File: src/rtl/tick_sequencer_pkg.sv
// Shared types and constants for the RANC global tick sequencer.
package tick_seq_pkg;

  localparam int unsigned DEFAULT_NUM_CORES = 6;
  localparam int unsigned QUIET_CNT_W       = 8;

  typedef enum logic [2:0] {
    ST_IDLE      = 3'd0,
    ST_ISSUE     = 3'd1,
    ST_WAIT_DONE = 3'd2,
    ST_DRAIN     = 3'd3,
    ST_ERROR     = 3'd4
  } seq_state_e;

  typedef enum logic [1:0] {
    ERR_NONE    = 2'b00,
    ERR_CORE    = 2'b01,
    ERR_TIMEOUT = 2'b10,
    ERR_ABORT   = 2'b11
  } err_code_e;

endpackage

File: src/rtl/tick_sequencer_if.sv
// Core-array side of the tick sequencer: broadcast tick out, per-core status in.
interface tick_seq_core_if #(
  parameter int unsigned NUM_CORES = tick_seq_pkg::DEFAULT_NUM_CORES
) ();

  logic                 tick;
  logic [NUM_CORES-1:0] core_done;
  logic [NUM_CORES-1:0] core_error;
  logic [NUM_CORES-1:0] router_idle;

  modport master (
    output tick,
    input  core_done,
    input  core_error,
    input  router_idle
  );

  modport slave (
    input  tick,
    output core_done,
    output core_error,
    output router_idle
  );

endinterface

File: src/rtl/tick_sequencer_quiet_window_counter.sv
// Saturating count of consecutive idle cycles; reached_c flags the threshold.
module quiet_window_counter
  import tick_seq_pkg::*;
#(
  parameter int unsigned THRESHOLD = 8,
  parameter int unsigned CNT_W     = QUIET_CNT_W
) (
  input  logic clk,
  input  logic reset_n,
  input  logic clear,
  input  logic idle,
  output logic reached_c
);

  localparam logic [CNT_W-1:0] LIMIT = CNT_W'(THRESHOLD);

  logic [CNT_W-1:0] cnt_q;
  logic [CNT_W-1:0] cnt_d;

  // Any non-idle cycle restarts the window; hold at the threshold once there.
  always_comb begin
    cnt_d = cnt_q;
    if (clear || !idle) begin
      cnt_d = '0;
    end else if (cnt_q != LIMIT) begin
      cnt_d = cnt_q + CNT_W'(1);
    end
  end

  always_ff @(posedge clk) begin
    if (!reset_n) begin
      cnt_q <= '0;
    end else begin
      cnt_q <= cnt_d;
    end
  end

  assign reached_c = (cnt_q == LIMIT);

endmodule

File: src/rtl/tick_sequencer.sv
// Global tick controller: issues tick, waits for all cores done and routers quiet, repeats.
module tick_sequencer
  import tick_seq_pkg::*;
#(
  parameter int unsigned NUM_CORES    = DEFAULT_NUM_CORES,
  parameter int unsigned TICK_W       = 16,
  parameter int unsigned QUIET_CYCLES = 8,
  parameter int unsigned TIMEOUT_W    = 20
) (
  input  logic              clk,
  input  logic              reset_n,
  input  logic              start,
  input  logic              abort,
  input  logic [TICK_W-1:0] num_ticks,
  tick_seq_core_if.master   core_if,
  output logic              busy,
  output logic              run_done,
  output logic [TICK_W-1:0] tick_count,
  output logic              error,
  output logic [1:0]        error_code
);

  localparam logic [TIMEOUT_W-1:0] WD_MAX = {TIMEOUT_W{1'b1}};

  seq_state_e           state_q,      state_d;
  logic [TICK_W-1:0]    tick_count_q, tick_count_d;
  logic [TICK_W-1:0]    num_ticks_q,  num_ticks_d;
  logic [NUM_CORES-1:0] done_mask_q,  done_mask_d;
  logic [TIMEOUT_W-1:0] wd_q,         wd_d;
  logic                 tick_q,       tick_d;
  logic                 busy_q,       busy_d;
  logic                 run_done_q,   run_done_d;
  logic                 error_q,      error_d;
  err_code_e            error_code_q, error_code_d;
  logic                 quiet_reached_c;

  quiet_window_counter #(
    .THRESHOLD (QUIET_CYCLES),
    .CNT_W     (QUIET_CNT_W)
  ) u_quiet (
    .clk       (clk),
    .reset_n   (reset_n),
    .clear     (state_q != ST_DRAIN),
    .idle      (&core_if.router_idle),
    .reached_c (quiet_reached_c)
  );

  always_comb begin
    state_d      = state_q;
    tick_count_d = tick_count_q;
    num_ticks_d  = num_ticks_q;
    done_mask_d  = done_mask_q;
    wd_d         = wd_q;
    error_d      = error_q;
    error_code_d = error_code_q;
    run_done_d   = 1'b0;

    unique case (state_q)
      ST_IDLE: begin
        if (start) begin
          num_ticks_d  = num_ticks;
          tick_count_d = '0;
          error_d      = 1'b0;
          error_code_d = ERR_NONE;
          if (num_ticks == '0) begin
            run_done_d = 1'b1;
          end else begin
            state_d = ST_ISSUE;
          end
        end
      end
      // Done pulses seen during the tick cycle belong to the previous tick.
      ST_ISSUE: begin
        done_mask_d = '0;
        wd_d        = '0;
        state_d     = ST_WAIT_DONE;
      end
      ST_WAIT_DONE: begin
        wd_d        = wd_q + TIMEOUT_W'(1);
        done_mask_d = done_mask_q | core_if.core_done;
        if (&done_mask_d) begin
          state_d = ST_DRAIN;
        end
      end
      ST_DRAIN: begin
        wd_d = wd_q + TIMEOUT_W'(1);
        if (quiet_reached_c) begin
          tick_count_d = tick_count_q + TICK_W'(1);
          if (tick_count_d == num_ticks_q) begin
            run_done_d = 1'b1;
            state_d    = ST_IDLE;
          end else begin
            state_d = ST_ISSUE;
          end
        end
      end
      ST_ERROR: begin
        state_d = ST_ERROR;
      end
      default: begin
        state_d = ST_IDLE;
      end
    endcase

    // Faults applied lowest priority first so later overrides win.
    if ((state_q == ST_WAIT_DONE || state_q == ST_DRAIN) && wd_d == WD_MAX) begin
      state_d      = ST_ERROR;
      error_d      = 1'b1;
      error_code_d = ERR_TIMEOUT;
      run_done_d   = 1'b0;
      tick_count_d = tick_count_q;
    end
    if (state_q != ST_IDLE && state_q != ST_ERROR && |core_if.core_error) begin
      state_d      = ST_ERROR;
      error_d      = 1'b1;
      error_code_d = ERR_CORE;
      run_done_d   = 1'b0;
      tick_count_d = tick_count_q;
    end
    if (state_q != ST_IDLE && abort) begin
      state_d      = ST_IDLE;
      error_d      = 1'b1;
      error_code_d = ERR_ABORT;
      run_done_d   = 1'b0;
      tick_count_d = tick_count_q;
    end

    tick_d = (state_d == ST_ISSUE);
    busy_d = (state_d != ST_IDLE);
  end

  always_ff @(posedge clk) begin
    if (!reset_n) begin
      state_q      <= ST_IDLE;
      tick_count_q <= '0;
      num_ticks_q  <= '0;
      done_mask_q  <= '0;
      wd_q         <= '0;
      tick_q       <= 1'b0;
      busy_q       <= 1'b0;
      run_done_q   <= 1'b0;
      error_q      <= 1'b0;
      error_code_q <= ERR_NONE;
    end else begin
      state_q      <= state_d;
      tick_count_q <= tick_count_d;
      num_ticks_q  <= num_ticks_d;
      done_mask_q  <= done_mask_d;
      wd_q         <= wd_d;
      tick_q       <= tick_d;
      busy_q       <= busy_d;
      run_done_q   <= run_done_d;
      error_q      <= error_d;
      error_code_q <= error_code_d;
    end
  end

  assign core_if.tick = tick_q;
  assign busy         = busy_q;
  assign run_done     = run_done_q;
  assign tick_count   = tick_count_q;
  assign error        = error_q;
  assign error_code   = error_code_q;

endmodule

File: src/flat_wrapper.sv
// flat-port wrapper written by rule: the top's interface ports become plain ports
module tick_sequencer_flat import tick_seq_pkg::*;
#(
  parameter int unsigned NUM_CORES    = DEFAULT_NUM_CORES,
  parameter int unsigned TICK_W       = 16,
  parameter int unsigned QUIET_CYCLES = 8,
  parameter int unsigned TIMEOUT_W    = 20
)
  (clk, reset_n, start, abort, num_ticks, busy, run_done, tick_count, error, error_code, core_if_tick, core_if_core_done, core_if_core_error, core_if_router_idle);
  tick_seq_core_if #(.NUM_CORES(NUM_CORES)) core_if_i ();
  input  logic clk;
  input  logic reset_n;
  input  logic start;
  input  logic abort;
  input  logic [TICK_W-1:0] num_ticks;
  output logic busy;
  output logic run_done;
  output logic [TICK_W-1:0] tick_count;
  output logic error;
  output logic [1:0] error_code;
  output wire logic [$bits(core_if_i.tick)-1:0] core_if_tick;
  input wire logic [$bits(core_if_i.core_done)-1:0] core_if_core_done;
  input wire logic [$bits(core_if_i.core_error)-1:0] core_if_core_error;
  input wire logic [$bits(core_if_i.router_idle)-1:0] core_if_router_idle;
  assign core_if_tick = core_if_i.tick;
  assign core_if_i.core_done = core_if_core_done;
  assign core_if_i.core_error = core_if_core_error;
  assign core_if_i.router_idle = core_if_router_idle;
  tick_sequencer #(.NUM_CORES(NUM_CORES), .TICK_W(TICK_W), .QUIET_CYCLES(QUIET_CYCLES), .TIMEOUT_W(TIMEOUT_W)) u_core (.clk(clk), .reset_n(reset_n), .start(start), .abort(abort), .num_ticks(num_ticks), .core_if(core_if_i), .busy(busy), .run_done(run_done), .tick_count(tick_count), .error(error), .error_code(error_code));
endmodule
File: config.mk
export PLATFORM = sky130hd
export DESIGN_NAME = tick_sequencer_flat
export DESIGN_NICKNAME = d
export VERILOG_FILES = /design/src/rtl/tick_sequencer_pkg.sv /design/src/rtl/tick_sequencer_if.sv /design/src/rtl/tick_sequencer_quiet_window_counter.sv /design/src/rtl/tick_sequencer.sv /design/src/flat_wrapper.sv
export SDC_FILE = /design/constraint.sdc
export NUM_CORES = 1
export LEC_CHECK = 0
export CAP_MARGIN = 5
export CORE_MARGIN = 2
export CORE_UTILIZATION = 55
export CTS_CLUSTER_DIAMETER = 50
export DETAILED_ROUTE_END_ITERATION = 7
export PLACE_DENSITY = 0.8
export SLEW_MARGIN = 20
export SYNTH_ARGS = -nofsm -noshare
export SYNTH_HDL_FRONTEND = slang
export SYNTH_SLANG_ARGS = --single-unit
File: constraint.sdc
create_clock -name clk -period 3.1 [get_ports clk]
set_clock_uncertainty 0.2 [all_clocks]
set_input_delay 0.465 -clock clk [delete_from_list [all_inputs] [get_ports clk]]
set_output_delay 0.465 -clock clk [all_outputs]
set_load 0.05 [all_outputs]
==> qor.yml, run 1 <==
end_kind: "flop"
hold_end: "u_core.num_ticks_q[4]$_SDFFE_PN0P_"
clock_path_buffers: 2
required_ns: 3.14
yosysTopAreaCellShare_pct: 33.6
synth-edff-count: 0
area_delta_synth_final_pct: 20.9
wl_um: 11900
final_nets: 663
grt_overflow: 0
dieArea_um2: 8860
fin_crit_sh_pct: 93.9
cts_tree: "yes"
port_buffers: 59
synth.area.top_cells: "dfxtp_1 (34%), nand2_1 (7.1%), nor2_1 (5.3%)"
hold_path.class: "flop to flop"
arrival_ns: 2.96
clkSinkCount: 75
powerDensity_nw_per_um2: 566
multi_input_area_um2: 2720
reg2reg_slack_ns: 0.19
netlist.top_cell.by_area: "dfxtp_1"
yosysWarnings: 0
die_x_um: 94.1
synthArstFlopShare_pct: 0
h-tree-depth: 3
placed_cells: 711
antenna_found_initial: 0
cts-root-buf: "clkbuf_8"
ant_nets: 0
ioPinCount: 60
crit_path_start: "u_core.tick_count[7]$_SDFFE_PN0P_"
drive_above_1_share_pct: 12.9
ys.flop_type: "dfxtp_1"
drc: 0
setup_viol_count_final: 0
synth_cell_types: 83
tightest_slew_ns: 0.693
crit_fanout: 6
netlist_top_cells_count: "nand2_1 (84), dfxtp_1 (75), nor2_1 (63)"
min_path_cells: 2
ir_drop_mv: 0.315
dr.pass1.iters: 5
fill_cells: 640
p_leak_nw: 1.84
yosys_register_bits: 75
clk_pin_slew_worst_paths_ns: 0.09
grt_pass1_wl_um: 19700
crit_type: "flop to flop"
vias: 4428
regArea_um2: 1500
hp-start: "u_core.num_ticks_q[4]$_SDFFE_PN0P_"
r2r_start: "u_core.tick_count[7]$_SDFFE_PN0P_"
cts_hold_buf: 0
wl_per_cell_um: 16.3
r2r_end: "u_core.busy$_SDFF_PN0_"
hold_slack_ns: 0.269
relSlewSlack_pct: 53.4
drt_iter0_drc: 282
clk_latency_ns: 0.36
core.rowCount: 32
status: "complete, no violations"
core_area_um2: 7810
syn-num-nets: 601
grt_pass1_vias: 4208
netlist_instances: 559
diodes: 0
maxCapViolations: 0
vias_per_cell: 6.08
yosysMostFrequentCell: "nand2_1"
syn_area_um2: 4470
dp_hpwl_um: 8760
rr_worst_depth: 10
grt_max_degree: 36
cp-start-kind: "flop"
grt_usage_pct: 27.9
fin_tns_setup_ns: 0
post-route-min-period_ns: 2.91
max_freq_mhz: 343
hold_viol: 0
die_y_um: 94.1
drv_slew: 0
start_util_pct: 57.2
numCtsBuffers: 9
syn_area_per_cell_um2: 8.00
seq_area_frac_synth_pct: 33.6
stdcell_count: 728
gp_congestion: 0.929
[cells in the final DEF (no fill, tap or decap), types with 4 or more instances in the layout]
master           count
nand2_1             84
dfxtp_1             73
nor2_1              63
clkdlybuf4s50_1     59
a21oi_1             33
buf_4               27
xnor2_1             26
nand3_1             22
nor3_1              18
nand4_1             16
nor4_1              14
xor2_1              13
o21ai_0             10
clkbuf_8             9
and2_1               8
a22oi_1              8
inv_1                7
o31ai_1              7
a21o_1               7
nor3b_1              6
and3_1               6
nor2b_1              4
and4_1               4
mux2i_1              4
a32o_1               4
a311oi_2             4
[worst max path at each step]
stage,end,slack [ns],cells after the start
final,u_core.busy$_SDFF_PN0_,0.19,10
after global routing,u_core.core_if.tick$_SDFF_PN0_,-0.01,10
after floorplan,u_core.busy$_SDFF_PN0_,0.05,9
after detailed placement,u_core.tick_count[8]$_SDFFE_PN0P_,0.18,9
after global placement,u_core.core_if.tick$_SDFF_PN0_,0.20,9
after CTS,u_core.tick_count[8]$_SDFFE_PN0P_,0.15,9
[cells by family (layout without fill, tap and decap cells)]
| logic type | Yosys count | in the layout | share of synthesized area [%] |
|---|---|---|---|
| fa+ha+maj | 4 | 4 | 1.12 |
| simple gates | 279 | 279 | 32.3 |
| mux | 5 | 5 | 1.15 |
| buf+inv | 43 | 110 | 5.68 |
| xor+xnor | 39 | 39 | 7.64 |
| flops | 75 | 75 | 33.6 |
| compound gates | 114 | 114 | 18.5 |
[where the power goes]
| part | leakage, nW | switching [mW] | total (mW) | internal, mW |
|---|---|---|---|---|
| clock network | 0.114 | 0.400 | 0.860 | 0.460 |
| registers | 0.609 | 0.0896 | 1.15 | 1.06 |
| logic | 1.11 | 0.652 | 1.05 | 0.400 |
[per-layer routing]
| layer | GRT usage, % | vias to the layer above | routed length, um |
|---|---|---|---|
| met5 | 0 | - | 0 |
| met4 | 11.0 | 0 | 313 |
| met3 | 4.90 | 31 | 696 |
| met2 | 50.4 | 162 | 5970 |
| met1 | 32.4 | 2088 | 4880 |
| li1 | - | 2147 | - |
[per-stage QoR]
stage          instance area, um^2  utilization, %  setup WS (ns)  power, mW
3_5_place_dp                  5160            66.1          0.183       2.20
4_1_cts                       5380            68.9          0.150       3.05
6_report                      5400            69.2          0.188       3.06
5_1_grt                       5400            69.2       -0.00986       3.20
3_3_place_gp                  5160            66.1          0.203       2.16
2_1_floorplan                 4470               -         0.0519       1.92
[timing repair]
| action | 4_1_cts | 5_1_grt |
|---|---|---|
| gates resized for setup | 0 | 5 |
| endpoints found under the hold margin | 0 | 0 |
| endpoints found under the setup margin | 0 | 19 |
| buffers inserted | 0 | 1 |
[layout make-up]
cell class / count / share of cell area (%)
tap: 102 / 2.36
multi-input combinational: 441 / 50.4
sequential: 75 / 27.8
inverter: 8 / 0.556
timing repair buffer: 86 / 14.7
clock buffer: 9 / 2.29
clock inverter: 7 / 1.85
[flip-flops by register name (all words and copies together), names as in the netlist]
register	count
u_core.busy	1
u_core.u_quiet.cnt_q	8
u_core.state_q	3
u_core.error	1
u_core.core_if.tick	1
u_core.run_done	1
u_core.done_mask_q	6
u_core.tick_count	16
u_core.error_code	2
u_core.num_ticks_q	16
u_core.wd_q	20
[worst max-delay path, cell delays in order, from the launching register on]
cell,delay (ns)
dfxtp_1,0.48
nand4_1,0.23
buf_4,0.21
nor4_2,0.42
mux2i_1,0.23
a22oi_1,0.09
a2111oi_1,0.44
buf_4,0.18
o21ai_0,0.07
nand3_1,0.15
o21ai_1,0.09
(Power assumes the default switching activity.)
==> run 2, diff against run 1 <==
CELL_PAD_IN_SITES_DETAIL_PLACEMENT = 0   (was default)
CELL_PAD_IN_SITES_GLOBAL_PLACEMENT = 2   (was default)
CORE_UTILIZATION = 33   (was 55)
PLACE_DENSITY = default   (was 0.8)
PLACE_DENSITY_LB_ADDON = 0.1   (was default)
RECOVER_POWER = 25   (was default)
SETUP_SLACK_MARGIN = 0.15   (was default)
==> run 2 against run 1 <==
The run now ends with capacitance limit, slew limit left. Via count down 3.6%. Non-clock buffer count grew 1. Combinational power is essentially flat. Largest power group is now the clock network. Maximum frequency grew 3.5%. First-iteration DRC count down 13%. Final area grew 4.8%. Clock power rose by 42%. Worst setup slack improved by 0.098 ns. Utilization decreased by 26 points. Worst hold slack got worse by 0.0075 ns.
==> qor.yml, run 2 (synthesis gave the netlist of run 1 again) <==
status: "finished with violations"
violations: "capacitance limit, slew limit"
wl_per_cell_um: 16.3  # about the same
clk_pin_slew_worst_paths_ns: 0.06  # -0.03 ns
fin_crit_sh_pct: 90.8  # -3.2 points
powerDensity_nw_per_um2: 604  # +6.6%
final_cell_mix: "nand2_1 (84), dfxtp_1 (71), nor2_1 (63)"
drt_iter0_drc: 246  # -13%
ant_nets: 0  # unchanged
clock_path_buffers: 2  # unchanged
dieArea_um2: 14500  # +63%
gp_congestion: 0.860  # -7.4%
drv_slew: 36  # +36
cp_slowest_cell: "dfxtp_1"
tightest_slew_ns: 1.92  # +1.23 ns
area_delta_synth_final_pct: 26.7
final_common_cell: "nand2_1"
max_freq_mhz: 355  # +3.5%
dp_slack_ns: -0.147  # -0.330 ns
core.rowCount: 42  # +31%
critPathBufInv: 2  # unchanged
cp-start-kind: "flop"
drive_above_1_share_pct: 13.7  # +0.78 points
grt_max_degree: 36  # unchanged
hold_path.class: "flop to flop"
crit_type: "flop to flop"
clk_latency_ns: 0.35  # about the same
die_x_um: 120  # +28%
cp_top_family: "simple AND/OR/NAND/NOR gates"
max_stage_delay_ns: 0.34  # -0.14 ns
vias_per_cell: 5.32  # -13%
cts-root-buf: "clkbuf_16"
port_buffers: 59  # unchanged
grt_overflow: 0  # unchanged
end_kind: "flop"
die_y_um: 120  # +28%
fill_cells: 1389  # +120%
path_cells: "clkbuf_1, nor2b_1, nand4_1, nor3_1, o211ai_2, nor4bb_2, a21oi_2, buf_4, a21oi_1, a311oi_2"
h-tree-depth: 3  # unchanged
dp_hpwl_um: 9760  # +11%
required_ns: 3.04  # -0.10 ns
placed_cells: 787  # +11%
final_nets: 664  # +0.15%
vias: 4270  # -3.6%
dr.pass1.iters: 4  # -1
relSlewSlack_pct: -28.2  # -82 points
antenna_found_initial: 0  # unchanged
grt_pass1_vias: 4278  # +1.7%
start_util_pct: 33.7  # -23 points
drc: 0  # unchanged
clkSinkCount: 75  # unchanged
numCtsBuffers: 9  # unchanged
power_mw: 3.42  # +12%
grt_usage_pct: 19.0  # -8.9 points
diodes: 0  # unchanged
top_register: "u_core.wd_q"
hold_viol: 0  # unchanged
ir_drop_mv: 0.310  # -1.7%
crit_fanout: 10  # +4
post-route-min-period_ns: 2.81  # -0.0981 ns
rsz0062_at_grt: "no"
core_area_um2: 13200  # +70%
p_leak_nw: 1.88  # +2.3%
arrival_ns: 2.76  # -0.20 ns
setup_viol_count_final: 0  # unchanged
cts_tree: "yes"
largest_reg_flops: 20  # unchanged
cts_hold_buf: 0  # unchanged
stdcell_count: 803  # +10%
finalWorstSetupSlack_ns: 0.286  # +0.0981 ns
wl_um: 13100  # +10%
ioPinCount: 60  # unchanged
grt_pass1_wl_um: 21700  # +11%
maxCapViolations: 1  # +1
run 2: cell types whose count changed in the layout (fill, tap and decap cells not counted), sizes merged:
cell      change
bufinv        +1
clkinvlp      +1
buf           -4
clkbuf        +5
inv           -2
run 2: repair_timing:
item | 4_1_cts | 5_1_grt
pin swaps | 0 | 0
setup buffers | 0 | 0
resized for setup | 2 | 14
setup endpoints to repair | 4 | 23
run 2: power by group:
| group | switching (mW) | leakage, nW | internal (mW) | total [mW] |
|---|---|---|---|---|
| Sequential | 0.0851 | 0.610 | 1.06 | 1.14 |
| Combinational | 0.659 | 1.10 | 0.394 | 1.05 |
| Clock | 0.433 | 0.165 | 0.785 | 1.22 |
run 2: cell type report:
class	instances	area, um^2	area share [%]
Inverter	8	30.0	0.531
Clock inverter	7	116	2.06
Multi-Input combinational cell	441	2780	49.1
Timing Repair Buffer	87	782	13.8
Clock buffer	9	225	3.98
Sequential cell	75	1510	26.6
Tap cell	176	220	3.89
run 2: final timing paths:
path | start | end | slack, ns | depth (start not counted)
min | u_core.error$_SDFFE_PN0P_ | u_core.error$_SDFFE_PN0P_ | 0.26 | 2
max | u_core.state_q[2]$_SDFF_PN0_ | u_core.tick_count[15]$_SDFFE_PN0P_ | 0.29 | 10
min reg2reg | u_core.error$_SDFFE_PN0P_ | u_core.error$_SDFFE_PN0P_ | 0.26 | 2
max reg2reg | u_core.state_q[2]$_SDFF_PN0_ | u_core.tick_count[15]$_SDFFE_PN0P_ | 0.29 | 10
run 2: routing by layer:
layer  GRT usage (%)  part of all wire [%]  vias up
met2            32.7                    49       75
met1            22.9                    45     2035
met5               0                     0        -
met4            8.79                   2.2        0
li1                -                     -     2144
met3            3.21                   3.4       16
run 2: per-stage QoR:
step / hold WS [ns] / util (%) / setup TNS (ns) / area (um^2)
2_1_floorplan: 0.248 / - / 0 / 4470
3_3_place_gp: 0.252 / 39.8 / -0.510 / 5270
3_5_place_dp: 0.254 / 39.8 / -0.413 / 5270
4_1_cts: 0.267 / 42.4 / 0 / 5620
5_1_grt: 0.282 / 42.7 / 0 / 5660
6_report: 0.261 / 42.7 / 0 / 5660
run 2: tightest hold or removal path: stages (launching register included):
cell     delay (ns)
dfxtp_1        0.31
nand2_1        0.05
a21oi_1        0.05
